File: src/rtl/write_sm.sv
// write_sm: producer end of the level handshake between complex multiplier stages.
// Captures a block of WORDS words on run and hands them out one at a time,
// raising handshake per word, waiting for the consumer's ack pulse, then
// holding handshake low for GAP_CYCLES before the next word. done pulses
// once the last word has been handed over.
// Optional feature: define WRITE_SM_TIMEOUT_EN to abort a word that is not
// acknowledged within TIMEOUT cycles (sticky timeout_err, no done pulse).
module write_sm #(
  parameter int WIDTH      = 16,
  parameter int WORDS      = 2,
  parameter int GAP_CYCLES = 1
`ifdef WRITE_SM_TIMEOUT_EN
  ,
  parameter int TIMEOUT    = 255
`endif
) (
  input  logic                   clk,
  input  logic                   reset_n,
  input  logic                   run,
  input  logic [WORDS*WIDTH-1:0] data_in,
  input  logic                   ack,
  output logic                   handshake,
  output logic [WIDTH-1:0]       data_out,
  output logic                   busy,
  output logic                   done,
  output logic                   timeout_err
);

  localparam int IDX_W = (WORDS > 1) ? $clog2(WORDS) : 1;
  localparam int GAP_W = (GAP_CYCLES > 1) ? $clog2(GAP_CYCLES) : 1;
  localparam logic [IDX_W-1:0] LAST_IDX = IDX_W'(WORDS - 1);
  localparam logic [GAP_W-1:0] GAP_LOAD = GAP_W'(GAP_CYCLES - 1);

  typedef enum logic [1:0] {
    S_IDLE,
    S_PRESENT,
    S_GAP,
    S_DONE
  } state_t;

  state_t             state_q, state_d;
  logic               handshake_q, handshake_d;
  logic [WIDTH-1:0]   data_out_q, data_out_d;
  logic [IDX_W-1:0]   idx_q, idx_d;
  logic [GAP_W-1:0]   gap_q, gap_d;
  logic [WIDTH-1:0]   buf_q [WORDS];
  logic [WIDTH-1:0]   buf_d [WORDS];
  logic [IDX_W-1:0]   idx_next;
  logic [WIDTH-1:0]   next_word;

`ifdef WRITE_SM_TIMEOUT_EN
  localparam int WAIT_W = $clog2(TIMEOUT + 1);
  localparam logic [WAIT_W-1:0] WAIT_LAST = WAIT_W'(TIMEOUT - 1);

  logic [WAIT_W-1:0]  wait_q, wait_d;
  logic               timeout_err_q, timeout_err_d;
`endif

  // Select the buffered word that follows the one currently presented.
  always_comb begin
    idx_next  = idx_q + 1'b1;
    next_word = '0;
    for (int k = 0; k < WORDS; k++) begin
      if (idx_next == IDX_W'(k)) begin
        next_word = buf_q[k];
      end
    end
  end

  // Next-state and next-output logic of the transfer state machine.
  always_comb begin
    state_d     = state_q;
    handshake_d = handshake_q;
    data_out_d  = data_out_q;
    idx_d       = idx_q;
    gap_d       = gap_q;
    buf_d       = buf_q;
`ifdef WRITE_SM_TIMEOUT_EN
    wait_d        = wait_q;
    timeout_err_d = timeout_err_q;
`endif

    case (state_q)
      S_IDLE: begin
        if (run) begin
          for (int k = 0; k < WORDS; k++) begin
            buf_d[k] = data_in[k*WIDTH +: WIDTH];
          end
          idx_d       = '0;
          data_out_d  = data_in[WIDTH-1:0];
          handshake_d = 1'b1;
          state_d     = S_PRESENT;
`ifdef WRITE_SM_TIMEOUT_EN
          wait_d        = '0;
          timeout_err_d = 1'b0;
`endif
        end
      end

      S_PRESENT: begin
        if (ack) begin
          handshake_d = 1'b0;
          gap_d       = GAP_LOAD;
          state_d     = S_GAP;
        end
`ifdef WRITE_SM_TIMEOUT_EN
        else if (wait_q == WAIT_LAST) begin
          handshake_d   = 1'b0;
          timeout_err_d = 1'b1;
          state_d       = S_IDLE;
        end else begin
          wait_d = wait_q + 1'b1;
        end
`endif
      end

      S_GAP: begin
        if (gap_q != '0) begin
          gap_d = gap_q - 1'b1;
        end else if (idx_q == LAST_IDX) begin
          state_d = S_DONE;
        end else begin
          idx_d       = idx_next;
          data_out_d  = next_word;
          handshake_d = 1'b1;
          state_d     = S_PRESENT;
`ifdef WRITE_SM_TIMEOUT_EN
          wait_d = '0;
`endif
        end
      end

      S_DONE: begin
        state_d = S_IDLE;
      end

      default: begin
        state_d     = S_IDLE;
        handshake_d = 1'b0;
      end
    endcase
  end

  // State and output registers; reset discards any block in flight.
  always_ff @(posedge clk) begin
    if (!reset_n) begin
      state_q     <= S_IDLE;
      handshake_q <= 1'b0;
      data_out_q  <= '0;
      idx_q       <= '0;
      gap_q       <= '0;
      for (int k = 0; k < WORDS; k++) begin
        buf_q[k] <= '0;
      end
    end else begin
      state_q     <= state_d;
      handshake_q <= handshake_d;
      data_out_q  <= data_out_d;
      idx_q       <= idx_d;
      gap_q       <= gap_d;
      buf_q       <= buf_d;
    end
  end

`ifdef WRITE_SM_TIMEOUT_EN
  // Ack wait counter and sticky abort flag.
  always_ff @(posedge clk) begin
    if (!reset_n) begin
      wait_q        <= '0;
      timeout_err_q <= 1'b0;
    end else begin
      wait_q        <= wait_d;
      timeout_err_q <= timeout_err_d;
    end
  end

  assign timeout_err = timeout_err_q;
`else
  assign timeout_err = 1'b0;
`endif

  assign handshake = handshake_q;
  assign data_out  = data_out_q;
  assign busy      = (state_q != S_IDLE);
  assign done      = (state_q == S_DONE);

endmodule

File: config.mk
export PLATFORM = sky130hd
export DESIGN_NAME = write_sm
export DESIGN_NICKNAME = d
export VERILOG_FILES = /design/src/rtl/write_sm.sv
export SDC_FILE = /design/constraint.sdc
export NUM_CORES = 1
export LEC_CHECK = 0
export BUFFER_PORTS_ARGS = -buffer_cell sky130_fd_sc_hd__buf_2
export CORE_ASPECT_RATIO = 0.5
export CORE_MARGIN = 3
export CORE_UTILIZATION = 40
export CTS_CLUSTER_SIZE = 14
export DETAILED_ROUTE_END_ITERATION = 7
export PLACE_DENSITY = 0.67
export SYNTH_ARGS = -nofsm -noshare
export SYNTH_HDL_FRONTEND = slang
export SYNTH_SLANG_ARGS = --single-unit
File: constraint.sdc
create_clock -name clk -period 1.5 [get_ports clk]
set_input_delay 0 -clock clk [delete_from_list [all_inputs] [get_ports clk]]
set_output_delay 0 -clock clk [all_outputs]
set_load 0.05 [all_outputs]
## Word level (Yosys, flattened, before mapping)

Index checks and enable logic that the tools add are counted.

- Register bits: 53
- Output and inout bits: 20
- Logic and storage cells: 48

- Equal/unequal tests: 7
- Add/subtract/negate cells: 2
- Reductions and logical operators: 11
- Multiplexer cells: 21

Operators with widths:

| cell | number |
|---|---|
| 16-bit two-way mux | 4 |
| 16-bit case mux with 2 select lines | 1 |
| 1-bit two-way mux | 8 |
| 2-bit two-way mux | 4 |
| 2-bit inequality test (second input constant) | 4 |
| 2-bit case mux with 4 select lines | 1 |
| 3-bit AND reduction | 2 |
| 2-bit nonzero test | 3 |
| 5-bit AND reduction | 1 |
| 2-bit equality test (second input constant) | 2 |
| 1-bit case mux with 2 select lines | 2 |
| 2-bit AND reduction | 2 |
| 4-bit AND reduction | 1 |
| 1-bit case mux with 3 select lines | 1 |
| 3-bit nonzero test | 1 |
| 2-bit by 1-bit equality test with 1-bit output (second input constant) | 1 |
| 2-bit logical NOT | 1 |
| 1-bit adder (second input constant) | 1 |
| 1-bit subtractor (second input constant) | 1 |

## Logic depth before layout (Yosys ltp)

Gate-level depths: netlist (run 1).

- Depth in word-level cells: 5
- Depth in mapped cells: 6
- Gate-level depth less buffers: 3

## Least setup slack after synthesis (run 1)

OpenSTA, ideal clock, no wires.

- Kind: register -> register
- Start: register state_q[1]
- End: register data_out_q[0] (netlist: data_out[0])
- Data arrival time: 1.157 ns
- Required time: 1.381 ns
- Library setup time: 0.119 ns
- Path buffers: 2
- Cell stages (with the launch flop): 6
- Path slack: 0.224 ns
- Cells stage by stage: dfxtp_1 or3b_1 buf_6 buf_12 o221ai_2 a21oi_2

- Word-level cells in the longest chain between the ends: 3
- Elaborated cells between the ends (all ways): 8

RTL lines:

| element | RTL line | RTL |
|---|---|---|
| start, declared | 41 | `state_t state_q, state_d;` |
| start signal, assigned | 156 | `state_q <= state_d;` |
| 2-bit equality test or 2-bit logical NOT (tied branches) | 83 | `case (state_q)` |
| 2-bit inequality test (no line) or 2-bit nonzero test (tied branches) | - |  |
| 4-bit AND reduction (no line) | - |  |
| end signal, assigned | 158 | `data_out_q <= data_out_d;` |
| end, declared | 43 | `logic [WIDTH-1:0] data_out_q, data_out_d;` |

Several ways; a longest one is shown, not always the timed one.
A chain may end at the register's enable or synchronous reset.

## Worst setup path in the final report (run 1)

- Start: register idx_q
- End: register data_out_q[7] (netlist: data_out[7])

- Word-level cells in the longest chain between the ends: 5
- Elaborated cells between the ends (all ways): 7

RTL lines:

| element | RTL line | RTL |
|---|---|---|
| start, declared | 44 | `logic [IDX_W-1:0] idx_q, idx_d;` |
| start signal, assigned | 159 | `idx_q <= idx_d;` |
| 1-bit adder | 61 | `idx_next = idx_q + 1'b1;` |
| 16-bit two-way mux | 64 | `if (idx_next == IDX_W'(k)) begin` |
| 16-bit two-way mux | 120 | `end else if (idx_q == LAST_IDX) begin` |
| 16-bit two-way mux | 118 | `if (gap_q != '0) begin` |
| 16-bit case mux with 2 select lines | 83 |  |

Several ways; a longest one is shown, not always the timed one. The select of a mux whose other input is x is not followed.

==> key figures, run 1 <==
STA
  • Max Clk Rate: 768.4 MHz
  • RSZ-0062 raised after global routing: no
  • Post-layout minimum cycle time: 1.301 ns
  • Tcrit/Tclk final: 86.76%
  • Max-slew violation count: 0
  • Clock skew: 0.004430 ns
  • Fin. Hold Viols: 0
  • Setup TNS: 0 ns
  • Final setup vio count: 0

Power and ir drop
  • PwrDens: 1064 nW/um^2
  • Peak VDD IR: 0.3890 mV
  • Leakage: 0.9544 nW

Floorplan
  • Initial core utilization: between 40% and 50%
  • Die Y: roughly 52 um
  • CORE AREA: 4004 um^2
  • FP Rows: 16
  • Die width: 98.58 um
  • IO Count: 56
  • Die ar.: 5155 um^2

Global route
  • Global-route wire length before repair: ~6500 um
  • Antenna violations before repair: 0
  • Vias in the first global route: 1409
  • Largest net degree at the start of global routing: 21
  • Aggregate global-route resource usage: ~16%
  • Overflow after GRT: 0

Yosys
  • Synthesized Nets: 217
  • Synth Area in Simple Gates: 13.87%
  • Syn Area/Cell: around 9.5 um^2
  • Largest family of logic cells by synthesized area: compound AO/OA/AOI/OAI gates
  • Yosys reg bits: 37
  • Synth Cell Area: 1714 um^2
  • Unique masters post-synth: 28
  • XOR/XNOR share of the synthesized area: 0%
  • Mux share of post-synthesis cell area: 1.241%
  • Yosys warns: 0
  • Compound-cell area share of the yosys netlist: 28.10%
  • Sequential area share after synthesis: 43.21%
  • Post-Syn Instances: around 180
  • Adder-cell share of the synthesized area: 0%

Route
  • Via density per instance: approximately 4.6
  • Starting DRT DRC Count: 31
  • WL final: 3708 um
  • Routed via count: 1408
  • Drt pass-1 iters: 4
  • Routed Antenna Nets: 0
  • Drc violations: 0
  • Routed len/inst: ~12 um

Finish
  • Layout cells sized above 1: 37.45%
  • Area grow syn2layout: 29.71%
  • Filler cell count in the final layout: 377
  • Nets@finish: 286
  • Post-route cell area: 2223 um^2
  • FF+latch area: 740.7 um^2
  • Multi-input logic area: 744.5 um^2
  • Diode count: 0
  • Final Util: 55.53%

Setup path
  • Setup crit end kind: flop
  • Worst EP required: 1.67 ns
  • RR Startpoint: idx_q
  • Worst Path Class, Setup: flop to flop
  • WP data arrival: 1.48 ns
  • Reg2reg end: data_out[7]
  • FF-to-FF setup slack: 0.20 ns
  • R2r worst-path depth: 4
  • Max FO, Critical Path: 15
  • Setup crit start kind: flop

Placed design
  • Port Buffers: 54
  • Final Wtd Congestion: 0.6835
  • DP Area: 1973 um^2
  • Final HPWL DP: around 2600 um

CTS
  • Clock transition at path regs: 0.07 ns
  • Clock Latency Late Sink: 0.28 ns
  • Clock sink count: 37
  • Clock buffer depth: 2
  • Max H-tree Level: 2
  • # resized after CTS: 0
  • CTS buffer count: 5
  • CTS tree: yes
  • Clk root buf: clkbuf_8

Hold path
  • Hold_sp: data_in[5]
  • Min-Delay Endpoint: data_out[5]
  • Hold Crit Class: input port to flop
  • Hold path depth: 3

Run status
  • Status: completed

Job
  • Max_cap viols: 0
==> layout by cell type (no fill, tap or decap) <==
cell and instances:
a21oi_1 5, conb_1 1, mux2_2 1, or2b_1 1, or3b_1 2, clkbuf_8 5, a21boi_0 4, dlygate4sd3_1 17
a21oi_2 10, o21ai_0 2, o221ai_2 10, o22ai_1 1, o221ai_1 6, dfxtp_1 37, nor3b_4 1, buf_4 12
buf_2 54, nor2_1 1, nand2b_1 3, nand2_1 37, a21o_1 1, inv_1 16, and2_1 3, or2_2 1
mux2i_1 1, nand3b_1 1, a21boi_1 15, clkbuf_1 3
==> synth_stat cells <==
| master | count | area (um^2) |
|---|---|---|
| a21boi_0 | 4 | 30.03 |
| a21boi_1 | 15 | 112.6 |
| a21o_1 | 1 | 7.510 |
| a21oi_1 | 5 | 25.02 |
| a21oi_2 | 10 | 87.58 |
| and2_1 | 3 | 18.77 |
| buf_12 | 1 | 20.02 |
| buf_2 | 2 | 10.01 |
| buf_4 | 5 | 37.54 |
| buf_6 | 7 | 78.83 |
| clkbuf_1 | 6 | 22.52 |
| conb_1 | 1 | 3.750 |
| dfxtp_1 | 37 | 740.7 |
| inv_1 | 16 | 60.06 |
| mux2_2 | 1 | 11.26 |
| mux2i_1 | 1 | 10.01 |
| nand2_1 | 37 | 138.9 |
| nand2b_1 | 3 | 18.77 |
| nand3b_1 | 1 | 7.510 |
| nor2_1 | 1 | 3.750 |
| nor3b_4 | 1 | 18.77 |
| o21ai_0 | 2 | 10.01 |
| o221ai_1 | 6 | 52.55 |
| o221ai_2 | 10 | 150.1 |
| o22ai_1 | 1 | 6.260 |
| or2_2 | 1 | 6.260 |
| or2b_1 | 1 | 7.510 |
| or3b_1 | 2 | 17.52 |
==> metal layers <==
layer | routed length, um | up-vias | track usage (%)
li1 | - | 740 | -
met1 | 1744 | 633 | 20.10
met2 | 1670 | 29 | 24.83
met3 | 234 | 6 | 5.179
met4 | 59 | 0 | 5.442
met5 | 0 | - | 0
==> critical path: stages (launching register included) <==
cell      delay [ns]
dfxtp_1         0.34
or3b_1          0.37
buf_4           0.22
o221ai_1        0.21
a21oi_1         0.06
==> worst max path at each step <==
stage,startpoint,to,slack (ns),cells past startpoint
final,idx_q,data_out[7],0.20,4
after global routing,state_q[1],data_out[8],0.12,4
after CTS,state_q[1],data_out[10],0.19,5
after detailed placement,state_q[1],data_out[10],0.20,5
after global placement,state_q[1],data_out[10],0.23,5
after floorplan,state_q[1],data_out[0],0.22,5
==> what timing repair did <==
item / in CTS / in global routing
buffers inserted: 0 / 0
hold endpoints to repair: 17 / 0
hold buffers: 17 / 0
==> power by group <==
part | total, W | switching, W | leakage, nW | internal, W
registers | 0.00111 | 0.0000436 | 0.305 | 0.00106
logic | 0.000592 | 0.000374 | 0.610 | 0.000218
clock network | 0.000667 | 0.000337 | 0.0395 | 0.000330
==> through the flow <==
step           std cells  hold slack, ns  power (W)  worst slack (ns)
6_report             305         0.03085   0.002366            0.1986
5_1_grt              305         0.04088   0.002480            0.1209
4_1_cts              305         0.02817   0.002377            0.1855
3_5_place_dp         280          0.2511   0.001690            0.2050
3_3_place_gp         280          0.2404   0.001683            0.2273
2_1_floorplan        181          0.1348   0.001566            0.2238
==> flip-flops by register name (all words and copies together) (netlist names) <==
signal and flops:
buf_q 17, idx_q 1, state_q 2, data_out 16, handshake 1
==> kinds of logic (layout without fill, tap and decap cells) <==
family	Yosys count	after routing
muxes	2	2
other	1	1
AOI/OAI and AO/OA	54	54
and+or+nand+nor	50	50
DFF	37	37
buffers and inverters	37	107
==> area by class of cell <==
| type | instances | area share, % |
|---|---|---|
| Timing Repair Buffer | 83 | 23.86 |
| Multi-Input combinational cell | 107 | 33.48 |
| Inverter | 16 | 2.701 |
| Tap cell | 54 | 3.039 |
| Sequential cell | 37 | 33.31 |
| Clock buffer | 8 | 3.602 |
(Power assumes the default switching activity.)
==> run 2: changes to the inputs <==
ABC_AREA = 1   (was unset)
PLACE_DENSITY = 0.64   (was 0.67)
RECOVER_POWER = 25   (was unset)
==> run 2 against run 1 <==
The run now ends with hold timing left. Routed wire length grew 68%. Die area grew 39%. Clock skew shrank 0.0012 ns. Critical endpoint is now data_out[8]. Non-clock buffer count grew 5. Largest power group unchanged.
==> key figures, run 2 <==
Placed design
  • DP Area: 2763 um^2 (+40%)
  • Final Wtd Congestion: 0.7879 (+15%)
  • Final HPWL DP: 4339 um (+68%)
  • Dpl cells: 490 (+75%)
  • Port Buffers: 54 (unchanged)

Finish
  • Final Util: 55.11% (-0.42 points)
  • Diode count: 0 (unchanged)
  • Max reg flops: 32 (+15)
  • Final std cells w/o fill: 523 (+71%)
  • Most flop-heavy register: buf_q
  • Most frequent cells in the layout: nand2_1 (114), nor2_1 (96), dfxtp_1 (51)
  • Filler cell count in the final layout: 597 (+58%)
  • Post-route cell area: 3144 um^2 (+41%)
  • Nets@finish: 486 (+70%)
  • Layout cells sized above 1: 15.56% (-22 points)
  • Area grow syn2layout: 27.69%
  • Commonest non-fill, non-tap cell in the layout: nand2_1

Setup path
  • Max FO, Critical Path: 17 (+2)
  • Worst path cell trace: buf_4 > nor2_8 > nand2_4 > nand3_1 > nand2_1 > nor2_1
  • CP max stage cell: dfxtp_1
  • FF-to-FF setup slack: 0.13 ns (-0.07 ns)
  • Slowest stage delay, CP: 0.37 ns (about the same)
  • Worst Path Class, Setup: flop to flop
  • Start point of the critical path: state_q[0]
  • Setup crit end kind: flop
  • Setup crit start kind: flop
  • Worst EP required: 1.73 ns (+0.06 ns)
  • RR Startpoint: state_q[0]
  • WP data arrival: 1.60 ns (+0.12 ns)

Route
  • WL final: 6247 um (+68%)
  • Routed via count: 2447 (+74%)
  • Routed Antenna Nets: 0 (unchanged)
  • Starting DRT DRC Count: 168 (+440%)
  • Routed len/inst: 11.94 um (-1.8%)
  • Via density per instance: 4.679 (+1.4%)
  • Drc violations: 0 (unchanged)
  • Drt pass-1 iters: 4 (unchanged)

Global route
  • Overflow after GRT: 0 (unchanged)
  • Antenna violations before repair: 0 (unchanged)
  • Aggregate global-route resource usage: 18.10% (+2.5 points)
  • Vias in the first global route: 2203 (+56%)
  • Global-route wire length before repair: 10070 um (+56%)
  • Largest net degree at the start of global routing: 33 (+57%)

Power and ir drop
  • NetSw: 0.001168 W (+55%)
  • PwrDens: 1145 nW/um^2 (+7.6%)
  • Internal power: 0.002432 W (+51%)
  • Net Sw Frac: 32.45% (+0.58 points)
  • Register share of total power: 44.6% (-2.2 points)
  • Peak VDD IR: 0.5564 mV (+43%)
  • Clock network power share: 30.4% (+2.2 points)
  • Combinational power share: 25.0% (about the same)
  • Leakage: 1.557 nW (+63%)

CTS
  • Clock buffer depth: 2 (unchanged)
  • Clock sink count: 52 (+41%)
  • Max H-tree Level: 2 (unchanged)
  • CTS buffer count: 5 (unchanged)
  • Number of post-CTS setup repair buffers: 0 (unchanged)
  • CTS tree: yes
  • Clock transition at path regs: 0.06 ns (about the same)
  • Clk root buf: clkbuf_16
  • Clock Latency Late Sink: 0.29 ns (about the same)

Run status
  • Status: finished, violations left
  • Failing checks: hold timing

Yosys
  • Synth Cell Area: 2462 um^2 (+44%)
  • Area leader, netlist: dfxtp_1
  • Top cell type's share of synthesized area: 42.28% (-0.94 points)
  • Unique masters post-synth: 22 (-21%)
  • Synth top cells by count: nand2_1 (115), nor2_1 (96), dfxtp_1 (52)
  • Most frequent cell after synthesis: nand2_1
  • Synth top area cells: dfxtp_1 (42%), nand2_1 (18%), nor2_1 (15%)
  • Sequential area share after synthesis: 42.28% (-0.94 points)
  • Synthesized Nets: 413 (+90%)
  • Asr flop ratio synth: 0% (unchanged)
  • Synth Flop Type: dfxtp_1
  • EDFF count, synth: 0 (unchanged)
  • Post-Syn Instances: 377 (+110%)
  • Syn Area/Cell: 6.531 um^2 (-31%)
  • Yosys reg bits: 52 (+41%)
  • Yosys warns: 0 (unchanged)

STA
  • Max-slew violation count: 0 (unchanged)
  • Fin. Hold Viols: 1 (+1)
  • Max-Slew Margin vs Limit: 58.75%
  • Tcrit/Tclk final: 91.23% (+4.5 points)
  • Max Clk Rate: 730.8 MHz (-4.9%)
  • Clock skew: 0.003199 ns (-0.001231 ns)
  • RSZ-0062 raised after global routing: no
  • Post-layout minimum cycle time: 1.368 ns (+0.06704 ns)
  • Actual slew at the worst max-slew pin: just over 0.6 ns
  • Hold WS: -0.007059 ns (-0.03791 ns)
  • Final setup vio count: 0 (unchanged)
  • Setup TNS: 0 ns (unchanged)

Hold path
  • Hold Crit Class: input port to flop
  • Hold_sp: data_in[10]

Floorplan
  • CORE AREA: 5705 um^2 (+42%)
  • Die width: 117.0 um (+19%)
  • Die ar.: 7191 um^2 (+39%)
  • Die Y: 61.48 um (+18%)
  • FP Rows: 19 (+3)
  • IO Count: 56 (unchanged)
  • Initial core utilization: 43.16% (+0.35 points)

Job
  • Max_cap viols: 0 (unchanged)
==> run 2: cell count changes in the layout (fill, tap and decap cells not counted), moves of 9 or more <==
cell           change
a21boi_1          -15
a21oi_2           -10
buf_2             -17
clkbuf_1          +15
dfxtp_1           +14
dlygate4sd3_1      +9
nand2_1           +77
nand3_1           +10
nand3_2           +10
nor2_1            +95
o21ai_0           +28
o221ai_2          -10
==> run 2: timing repair <==
action,in CTS,in global routing
hold buffers,26,0
endpoints found under the hold margin,26,0
endpoints found under the setup margin,0,15
gates resized for setup,0,3
==> run 2: logic make-up (layout without fill, tap and decap cells) <==
logic type	after synthesis	in the layout	share of synthesized area, %
simple gates	236	236	40.50
other cells	1	1	0.1523
compound gates	40	40	8.181
buf+inv	48	121	8.892
flops	52	52	42.28
==> run 2: metal layers <==
metal / routed length, um / up-vias / part of all wire [%] / global-route usage, %
met5: 0 / - / 0 / 0
li1: - / 1291 / - / -
met1: 3155 / 1077 / 51 / 25.40
met3: 441 / 4 / 7.1 / 3.925
met2: 2616 / 75 / 42 / 28.86
met4: 34 / 0 / 0.54 / 4.248
==> run 2: area by class of cell <==
cell class / count / area, um^2 / area share [%]
Tap cell: 73 / 91.34 / 2.905
Multi-Input combinational cell: 277 / 1210 / 38.48
Timing Repair Buffer: 88 / 569.3 / 18.11
Sequential cell: 52 / 1042 / 33.15
Clock inverter: 1 / 5.005 / 0.1592
Clock buffer: 6 / 128.9 / 4.099
Inverter: 26 / 97.59 / 3.104
==> run 2: worst paths after layout <==
path / endpoint / cells past startpoint
worst max-delay path: data_out[8] / 6
worst min-delay path: buf_q[26] / 3
worst max register to register: data_out[8] / 6
worst min register to register: handshake / 2
==> run 2: power by group through the flow <==
| stage | clock network, W | registers, W | logic [W] |
|---|---|---|---|
| 2_1_floorplan | 0 | 0.00180 | 0.000482 |
| 3_3_place_gp | 0 | 0.00164 | 0.000845 |
| 3_5_place_dp | 0 | 0.00164 | 0.000860 |
| 4_1_cts | 0.00111 | 0.00160 | 0.000915 |
| 5_1_grt | 0.00116 | 0.00163 | 0.00100 |
| 6_report | 0.00109 | 0.00161 | 0.000901 |
==> run 2: per-stage QoR <==
step	total power, W	worst slack (ns)	hold slack, ns
after floorplan	0.002281	0.3003	0.1433
after global placement	0.002481	0.09344	0.2425
final	0.003600	0.1316	-0.007059
after global routing	0.003793	0.01533	0.01402
after detailed placement	0.002495	0.05980	0.2571
after CTS	0.003627	0.04566	0.001661
==> run 2: critical path, delay by kind of cell, from the launching register on <==
family / cells / cell delay [ns]
AND/OR/NAND/NOR: 5 / 0.75
flip-flops: 1 / 0.37
buffers and inverters: 1 / 0.19
